### config.mk
export PLATFORM = sky130hd
export DESIGN_NAME = score_keeper
export DESIGN_NICKNAME = d
export VERILOG_FILES = /design/src/rtl/score_keeper.sv
export SDC_FILE = /design/constraint.sdc
export NUM_CORES = 1
export LEC_CHECK = 0
export CORE_MARGIN = 8
export CORE_UTILIZATION = 60
export DETAILED_ROUTE_END_ITERATION = 8
export MAX_ROUTING_LAYER = met4
export PLACE_DENSITY = 0.94
export SLEW_MARGIN = 20
export SYNTH_ARGS = -nofsm -noshare
export SYNTH_HDL_FRONTEND = slang
export SYNTH_SLANG_ARGS = --single-unit
export TNS_END_PERCENT = 5
### constraint.sdc
create_clock -name clk -period 16.5 [get_ports clk]
set_input_delay 2.475 -clock clk [delete_from_list [all_inputs] [get_ports clk]]
set_output_delay 2.475 -clock clk [all_outputs]
set_load 0.005 [all_outputs]
### src/rtl/score_keeper.sv
// Score, line and level accumulator for the game display path.
// Each accepted line-clear event updates the counters, then a double-dabble pass refreshes the BCD digits.
module score_keeper #(
  parameter int SCORE_W         = 14,
  parameter int MAX_SCORE       = 999,
  parameter int PTS1            = 1,
  parameter int PTS2            = 3,
  parameter int PTS3            = 5,
  parameter int PTS4            = 8,
  parameter int LINES_PER_LEVEL = 10,
  parameter int MAX_LEVEL       = 9
) (
  input  logic               clk,
  input  logic               rst,
  input  logic               clear_valid,
  input  logic [2:0]         clear_lines,
  output logic               clear_ready,
  input  logic               game_over,
  input  logic               new_game,
  output logic [SCORE_W-1:0] score,
  output logic [3:0]         level,
  output logic [9:0]         lines_total,
  output logic [SCORE_W-1:0] hi_score,
  output logic [3:0]         dig2,
  output logic [3:0]         dig1,
  output logic [3:0]         dig0,
  output logic               bcd_valid,
  output logic [2:0]         state_dbg
);

  // Handshake: an event transfers on a rising clk edge where clear_valid && clear_ready;
  // clear_lines is sampled on that edge only, and clear_ready is high only while IDLE and not game_over.

  localparam int SUM_W   = SCORE_W + 1;
  localparam int BCD_W   = 12;
  localparam int SR_W    = BCD_W + SCORE_W;
  localparam int ITER_W  = $clog2(SCORE_W + 1);
  localparam int LCNT_W  = 8;

  typedef enum logic [2:0] {
    IDLE = 3'd0,
    ADD  = 3'd1,
    LVL  = 3'd2,
    CONV = 3'd3,
    DONE = 3'd4
  } state_t;

  state_t              state_q, state_d;
  logic [2:0]          lines_cap_q, lines_cap_d;
  logic [SCORE_W-1:0]  score_q, score_d;
  logic [SCORE_W-1:0]  hi_q, hi_d;
  logic [3:0]          level_q, level_d;
  logic [9:0]          lines_total_q, lines_total_d;
  logic [LCNT_W-1:0]   inlvl_q, inlvl_d;
  logic [SR_W-1:0]     sreg_q, sreg_d;
  logic [ITER_W-1:0]   iter_q, iter_d;
  logic [3:0]          dig2_q, dig2_d;
  logic [3:0]          dig1_q, dig1_d;
  logic [3:0]          dig0_q, dig0_d;
  logic                bcd_valid_q, bcd_valid_d;

  logic                accept;
  logic                lines_ok;
  logic [7:0]          pts;
  logic [7:0]          mult;
  logic [SUM_W-1:0]    score_sum;
  logic [10:0]         lines_sum;
  logic [LCNT_W-1:0]   inlvl_sum;
  logic [BCD_W-1:0]    bcd_adj;
  logic [SR_W-1:0]     dd_next;

  assign clear_ready = (state_q == IDLE) && !game_over;
  assign accept      = clear_valid && clear_ready;
  assign lines_ok    = (clear_lines >= 3'd1) && (clear_lines <= 3'd4);

  always_comb begin
    case (lines_cap_q)
      3'd1:    pts = 8'(PTS1);
      3'd2:    pts = 8'(PTS2);
      3'd3:    pts = 8'(PTS3);
      3'd4:    pts = 8'(PTS4);
      default: pts = 8'd0;
    endcase
  end

  // Widened sum so the saturation compare sees the true total before any wrap.
  assign mult      = pts * (8'(level_q) + 8'd1);
  assign score_sum = {1'b0, score_q} + SUM_W'(mult);
  assign lines_sum = {1'b0, lines_total_q} + 11'(lines_cap_q);
  assign inlvl_sum = inlvl_q + LCNT_W'(lines_cap_q);

  // One double-dabble step: correct each BCD nibble, then shift the whole register left.
  always_comb begin
    bcd_adj = sreg_q[SR_W-1 -: BCD_W];
    for (int i = 0; i < 3; i++) begin
      if (bcd_adj[i*4 +: 4] >= 4'd5) begin
        bcd_adj[i*4 +: 4] = bcd_adj[i*4 +: 4] + 4'd3;
      end
    end
    dd_next = {bcd_adj, sreg_q[SCORE_W-1:0]} << 1;
  end

  always_comb begin
    state_d       = state_q;
    lines_cap_d   = lines_cap_q;
    score_d       = score_q;
    hi_d          = hi_q;
    level_d       = level_q;
    lines_total_d = lines_total_q;
    inlvl_d       = inlvl_q;
    sreg_d        = sreg_q;
    iter_d        = iter_q;
    dig2_d        = dig2_q;
    dig1_d        = dig1_q;
    dig0_d        = dig0_q;
    bcd_valid_d   = 1'b0;

    if (new_game) begin
      state_d       = IDLE;
      score_d       = '0;
      level_d       = '0;
      lines_total_d = '0;
      inlvl_d       = '0;
      iter_d        = '0;
      dig2_d        = '0;
      dig1_d        = '0;
      dig0_d        = '0;
    end else begin
      case (state_q)
        IDLE: begin
          if (accept) begin
            lines_cap_d = clear_lines;
            if (lines_ok) state_d = ADD;
          end
        end
        ADD: begin
          if (score_sum > SUM_W'(MAX_SCORE)) score_d = SCORE_W'(MAX_SCORE);
          else                               score_d = score_sum[SCORE_W-1:0];
          state_d = LVL;
        end
        LVL: begin
          if (lines_sum > 11'd999) lines_total_d = 10'd999;
          else                     lines_total_d = lines_sum[9:0];
          // The in-level counter wraps even once the level has hit its ceiling.
          if (inlvl_sum >= LCNT_W'(LINES_PER_LEVEL)) begin
            inlvl_d = inlvl_sum - LCNT_W'(LINES_PER_LEVEL);
            if (level_q < 4'(MAX_LEVEL)) level_d = level_q + 4'd1;
          end else begin
            inlvl_d = inlvl_sum;
          end
          sreg_d  = {{BCD_W{1'b0}}, score_q};
          iter_d  = '0;
          state_d = CONV;
        end
        CONV: begin
          sreg_d = dd_next;
          iter_d = iter_q + 1'b1;
          if (iter_q == ITER_W'(SCORE_W - 1)) state_d = DONE;
        end
        DONE: begin
          dig2_d      = sreg_q[SR_W-1 -: 4];
          dig1_d      = sreg_q[SR_W-5 -: 4];
          dig0_d      = sreg_q[SR_W-9 -: 4];
          bcd_valid_d = 1'b1;
          if (score_q > hi_q) hi_d = score_q;
          state_d     = IDLE;
        end
        default: state_d = IDLE;
      endcase
    end
  end

  always_ff @(posedge clk) begin
    if (!rst) begin
      state_q       <= IDLE;
      lines_cap_q   <= '0;
      score_q       <= '0;
      hi_q          <= '0;
      level_q       <= '0;
      lines_total_q <= '0;
      inlvl_q       <= '0;
      sreg_q        <= '0;
      iter_q        <= '0;
      dig2_q        <= '0;
      dig1_q        <= '0;
      dig0_q        <= '0;
      bcd_valid_q   <= 1'b0;
    end else begin
      state_q       <= state_d;
      lines_cap_q   <= lines_cap_d;
      score_q       <= score_d;
      hi_q          <= hi_d;
      level_q       <= level_d;
      lines_total_q <= lines_total_d;
      inlvl_q       <= inlvl_d;
      sreg_q        <= sreg_d;
      iter_q        <= iter_d;
      dig2_q        <= dig2_d;
      dig1_q        <= dig1_d;
      dig0_q        <= dig0_d;
      bcd_valid_q   <= bcd_valid_d;
    end
  end

  assign score       = score_q;
  assign hi_score    = hi_q;
  assign level       = level_q;
  assign lines_total = lines_total_q;
  assign dig2        = dig2_q;
  assign dig1        = dig1_q;
  assign dig0        = dig0_q;
  assign bcd_valid   = bcd_valid_q;
  assign state_dbg   = state_q;

endmodule

==> results.md, run 1 <==
* Core area at 0.01023 sq mm
* Die width at 118.3 um
* Vias at 5,844
* Async SR Flop Fraction at 0%
* Largest net degree at the start of global routing at 60
* Met3 GRT Util at 3.808%
* Non-Filler Cell Area, Final at 0.007156 sq mm
* Setup ws final at 10,410 ps
* Rows at 37
* PD cells at 59.09 mW/mm^2
* RSZ-0062 raised after global routing: no
* Final setup violation count at 0
* GP Congestion at 0.8692
* Crit share post-route at 36.90%
* DP Cell Count at 942
* I/O pins at 67
* Antenna Nets Post-Route at 0
* GR Util met2 at 36.84%
* Root buf cell: clkbuf_8
* Critical R2R Launch: level[0]
* Library cells used by synthesis at 73
* Avg Vias per Cell at 6.100
* Status: complete, no violations
* Clock slew at reported path FFs at 100 ps
* Post-Syn Area at 0.006284 sq mm
* Maximum VDD drop at 0.00004971 V
* CP max FO at 2
* Maximum clock path buffer count at 2
* Top cells by area, synth: dfxtp_1 32%, ha_1 10%, nand2_1 5.0%
* Met1 Use GR at 27.51%
* DP Wirelength at 11,010 um
* Final hold vios at 0
* CTS sink cnt at 99
* Reg2Reg Depth at 21
* Top achievable clock speed at 164.3 MHz
* Placed cell areas at 0.006954 sq mm
* Leakage at 0.002839 uW
* Main synth FF type: dfxtp_1
* Clk Latency, worst-skew pair at 380 ps
* CTS H-tree depth at 3
* Most crowded layer after global routing: met2
* Crit end category: primary output
* Port Buf Inserts at 66
* Hold buffer count at cts at 0
* Worst-margin pin slew at 989.8 ps
* Die area at 0.01400 sq mm
* Worst-case clock skew at 12.66 ps
* WS Path Type: primary input to primary output
* GRT Residual Overflow at 0
* Iteration-0 DRC count of the detailed router at 577
* Yosys reg bits at 99
* EDFF count, synth at 0
* Post-CTS Setup Inserts at 0
* Gr usage total at 22.54%
* Worst setup path end: clear_ready
* Synth top area share at 31.54%
* Crit path DAT at 3610 ps
* Worst slack, placed at 10,430 ps
* Top-count cell post-synth: dfxtp_1
* Worst r2r dst: score[1]
* Drt first pass iters at 5
* Initial core utilization at 61.42%
* Mapped Nets at 843
* Register area share after synthesis at 31.54%
* Setup_tns at 0 ps
* Crit start category: primary input
* Area growth from synthesis to layout at 13.88%
* Total of max-cap violations at 0
* Post-layout util at 69.94%
* CP required at 14,030 ps
* Crit. Startpoint: game_over
* Inserted Diodes at 0
* R2R Setup Slk at 10,710 ps
* Vias in the first global route at 5,547
* CTS Buf Count at 9
* Hold WC Path Type: flip-flop to flip-flop
* Die span in y at 118.3 um
* CTS tree: done
* Layout cells sized above 1 at 5.961%
* Initial antenna violation count at 0
* Filler cells at 775
* Drt drc at 0
* Cells after synthesis at 774
* Wire per inst at 16.13 um
* Slew Limit Fails at 0
* First-pass GRT wire length at 26,100 um
* Final #Nets at 886
* WHS Path Cells at 2
* Max transition margin at 34.02%
* Finished Layout Cells at 958
* Yosys warns at 0
* Leading area contributor after synthesis: dfxtp_1
* Syn Area/Cell at 8.118 sq um
* Post-CTS sizing at 0
* Post-synth top cells: 99 x dfxtp_1, 84 x nand2_1, 62 x nand3_1
* Minimum clock period at 6088 ps
* Final wirelength at 15,450 um
-- state kept, by name, indices dropped and copies added (netlist names), 8 cells and up --
| register | cells |
|---|---|
| lines_total | 10 |
| score | 14 |
| inlvl_q | 8 |
| sreg_q | 26 |
| hi_score | 14 |
-- stage by stage --
stage          hold WS (ps)  power [uW]
2_1_floorplan         433.2       259.2
3_3_place_gp          443.0       264.5
3_5_place_dp          451.0       264.9
4_1_cts               465.6       422.1
5_1_grt               485.0       435.4
6_report              464.8       422.8
-- cell usage in the layout (no fill, tap or decap), types with 14 or more instances in the layout --
cell type	netlist	layout
a21o_1	16	16
a21oi_1	54	54
clkdlybuf4s50_1	0	65
dfxtp_1	99	99
ha_1	52	52
inv_1	51	51
nand2_1	84	84
nand2b_1	14	14
nand3_1	62	62
nor2_1	59	59
nor2b_1	18	18
o211a_1	14	14
o21ai_0	39	39
xnor2_1	20	20
-- worst max-delay path, cell delays in order --
cell	delay, ps
clkdlybuf4s50_1	420
nor4_1	170
clkdlybuf4s50_1	550
-- kinds of logic after synthesis --
logic type	count (synthesis)	share of synthesized area, %
adders and majority gates	61	13.22
muxes	8	1.374
buffers and inverters	92	6.352
xor gates and xnor gates	30	4.182
DFF	99	31.54
and+or+nand+nor	294	22.78
AOI/OAI and AO/OA	190	20.55
-- report_power, final --
part	switching [uW]	total (uW)	internal, uW
sequential	1.19	241	240
clock	91.8	163	71.1
combinational	12.1	19.2	7.12
-- routing by layer --
layer  vias to the layer above  wire [um]
met3                        33        920
met4                         0        299
li1                       2813          -
met5                         -          0
met2                       197       7604
met1                      2801       6623
-- worst min path at each step --
stage	slack [ps]	end	start
finish	460	dig2[3]	dig2[3]
global route	480	dig2[0]	dig2[0]
CTS	470	dig0[3]	dig0[3]
detailed placement	450	dig0[0]	dig0[0]
global placement	440	dig2[2]	dig2[2]
floorplan	430	inlvl_q[2]	inlvl_q[2]
-- area by class of cell --
| cell class | instances | area, sq um | area share, % |
|---|---|---|---|
| multi-input cells | 583 | 3902 | 54.54 |
| well taps | 136 | 170.2 | 2.378 |
| flip-flops and latches | 99 | 1982 | 27.70 |
| inverters | 51 | 191.4 | 2.675 |
| repair buffers | 73 | 708.2 | 9.897 |
| clock buffers | 9 | 123.9 | 1.731 |
| clock inverters | 7 | 77.57 | 1.084 |
Power figures use the tool's default switching activity.
==> run 2, diff against run 1 <==
Settings changed: CORE_UTILIZATION 60 to 52, PLACE_DENSITY 0.94 to 0.87.
Clock period 16.5 ns to 5.2 ns, I/O delays scaled along.
==> results.md, run 2 (synthesis gave the netlist of run 1 again) <==
* WHS Path Cells at 2 (unchanged)
* Final hold vios at 0 (unchanged)
* Leakage at 0.003020 uW (was 0.002839 uW)
* Drt drc at 0 (unchanged)
* Largest register FFs at 26 (unchanged)
* Biggest register: sreg_q (unchanged)
* CTS H-tree depth at 3 (unchanged)
* Crit share post-route at 98.06%
* Commonest non-fill, non-tap cell in the layout: dfxtp_1 (unchanged)
* Crit end category: flip-flop (was primary output)
* Rows at 40 (was 37)
* CTS tree: done (unchanged)
* Critical R2R Launch: lines_cap_q[1] (was level[0])
* Final #Nets at 906 (was 886)
* Maximum VDD drop at 0.0001433 V (was 0.00004971 V)
* Hold Path Sink: dig2[2] (was dig2[3])
* Inserted Diodes at 0 (unchanged)
* I/O pins at 67 (unchanged)
* Slew Limit Fails at 0 (unchanged)
* Iteration-0 DRC count of the detailed router at 501 (was 577)
* Core area at 0.01191 sq mm (was 0.01023 sq mm)
* Die area at 0.01586 sq mm (was 0.01400 sq mm)
* Post-layout util at 63.61% (was 69.94%)
* Max transition margin at 33.25% (was 34.02%)
* Minimum clock period at 5099 ps
* Filler cells at 954 (was 775)
* Final setup violation count at 0 (unchanged)
* CP max FO at 5 (was 2)
* Avg Vias per Cell at 5.969 (was 6.100)
* Vias in the first global route at 5,390 (was 5,547)
* Die span in y at 125.9 um (was 118.3 um)
* Initial antenna violation count at 0 (unchanged)
* Area growth from synthesis to layout at 20.59% (was 13.88%)
* Hold WC Path Type: flip-flop to flip-flop (unchanged)
* Wire per inst at 16.51 um (was 16.13 um)
* R2R Setup Slk at 100 ps (was 10,710 ps)
* First-pass GRT wire length at 26,160 um (was 26,100 um)
* Reg2Reg Depth at 20 (was 21)
* Root buf cell: clkbuf_16 (was clkbuf_8)
* Worst hold start: dig2[2] (was dig2[3])
* Vias at 5,903 (was 5,844)
* CTS Buf Count at 9 (unchanged)
* PD cells at 202.5 mW/mm^2 (was 59.09 mW/mm^2)
* Hold buffer count at cts at 0 (unchanged)
* CP required at 5390 ps (was 14,030 ps)
* DP Wirelength at 11,020 um (was 11,010 um)
* Clock slew at reported path FFs at 80 ps (was 100 ps)
* GRT Residual Overflow at 0 (unchanged)
* WS Path Type: flip-flop to flip-flop (was primary input to primary output)
* Largest net degree at the start of global routing at 60 (unchanged)
* Top achievable clock speed at 196.1 MHz
* Crit path DAT at 5290 ps (was 3610 ps)
* Total of max-cap violations at 0 (unchanged)
* Maximum clock path buffer count at 2 (unchanged)
* CTS sink cnt at 99 (unchanged)
* Worst-case clock skew at 9.188 ps (was 12.66 ps)
* Crit start category: flip-flop (was primary input)
* Final wirelength at 16,330 um (was 15,450 um)
* Worst-margin pin slew at 1001 ps (was 989.8 ps)
* Gr usage total at 20.23% (was 22.54%)
* Status: complete, no violations (unchanged)
* Worst r2r dst: score[1] (unchanged)
* Layout cells sized above 1 at 10.57% (was 5.961%)
* Die width at 125.9 um (was 118.3 um)
* GP Congestion at 0.8959 (was 0.8692)
* Initial core utilization at 52.75% (was 61.42%)
* Most frequent cells in the layout: 95 x dfxtp_1, 83 x nand2_1, 65 x clkdlybuf4s50_1 (was 99 x dfxtp_1, 84 x nand2_1, 65 x clkdlybuf4s50_1)
* Clk Latency, worst-skew pair at 360 ps (was 380 ps)
* Drt first pass iters at 5 (unchanged)
* Port Buf Inserts at 66 (unchanged)
* Hold_ws at 454.0 ps (was 464.8 ps)
* Antenna Nets Post-Route at 0 (unchanged)
[run 2: cell type report]
class / count / area [sq um] / share of cell area (%)
multi-input combinational: 583 / 4043 / 53.35
sequential: 99 / 1992 / 26.29
timing repair buffer: 93 / 862.1 / 11.38
clock buffer: 9 / 225.2 / 2.972
inverter: 51 / 191.4 / 2.526
tap: 147 / 183.9 / 2.427
clock inverter: 7 / 80.08 / 1.057
[run 2: worst max path at each step]
stage | endpoint | startpoint | depth (start not counted)
2_1_floorplan | score[0] | lines_cap_q[1] | 20
3_3_place_gp | score[0] | level[0] | 21
5_1_grt | score[1] | lines_cap_q[1] | 20
4_1_cts | score[0] | lines_cap_q[1] | 22
3_5_place_dp | score[8] | level[0] | 21
6_report | score[1] | lines_cap_q[1] | 20
[run 2: timing repair]
action / in CTS / in global routing
resized for setup: 5 / 28
setup endpoints to repair: 10 / 10
pin swaps: 1 / 19
buffers inserted: 0 / 4
[run 2: layer usage]
metal	track usage, %	part of all wire [%]
met5	-	0
met4	7.431	2.1
met3	4.219	5.3
met2	32.56	49
met1	24.54	44
[run 2: power breakdown]
group          internal (uW)  total [uW]  switching [uW]
clock                    381         707             325
sequential               759         763            4.02
combinational           25.1        65.3            40.2
total                   1170        1530             370
[run 2: worst max-delay path, cell delays in order (launching register included)]
cell	delay, ps
dfxtp_2	330
inv_1	60
or3_4	350
or2_4	260
fa_1	510
inv_1	60
fa_1	480
ha_1	290
a21o_1	170
a21oi_2	140
o21bai_1	90
a21oi_1	150
xnor2_1	160
ha_1	320
a21oi_4	210
nand2b_1	120
o21ai_1	240
mux2_2	400
nand2b_4	170
nor4_4	300
a221oi_1	130
[run 2: stage by stage]
step | setup TNS [ps] | std cells | instance area [sq um] | setup slack (ps) | power (uW)
3_3_place_gp | 0 | 970 | 7104 | 53.37 | 841.6
5_1_grt | -579.0 | 989 | 7577 | -114.3 | 1578
4_1_cts | 0 | 986 | 7425 | 16.85 | 1536
2_1_floorplan | 0 | 774 | 6292 | 24.80 | 822.5
6_report | 0 | 989 | 7577 | 100.8 | 1535
3_5_place_dp | -196.6 | 970 | 7104 | -58.19 | 843.1
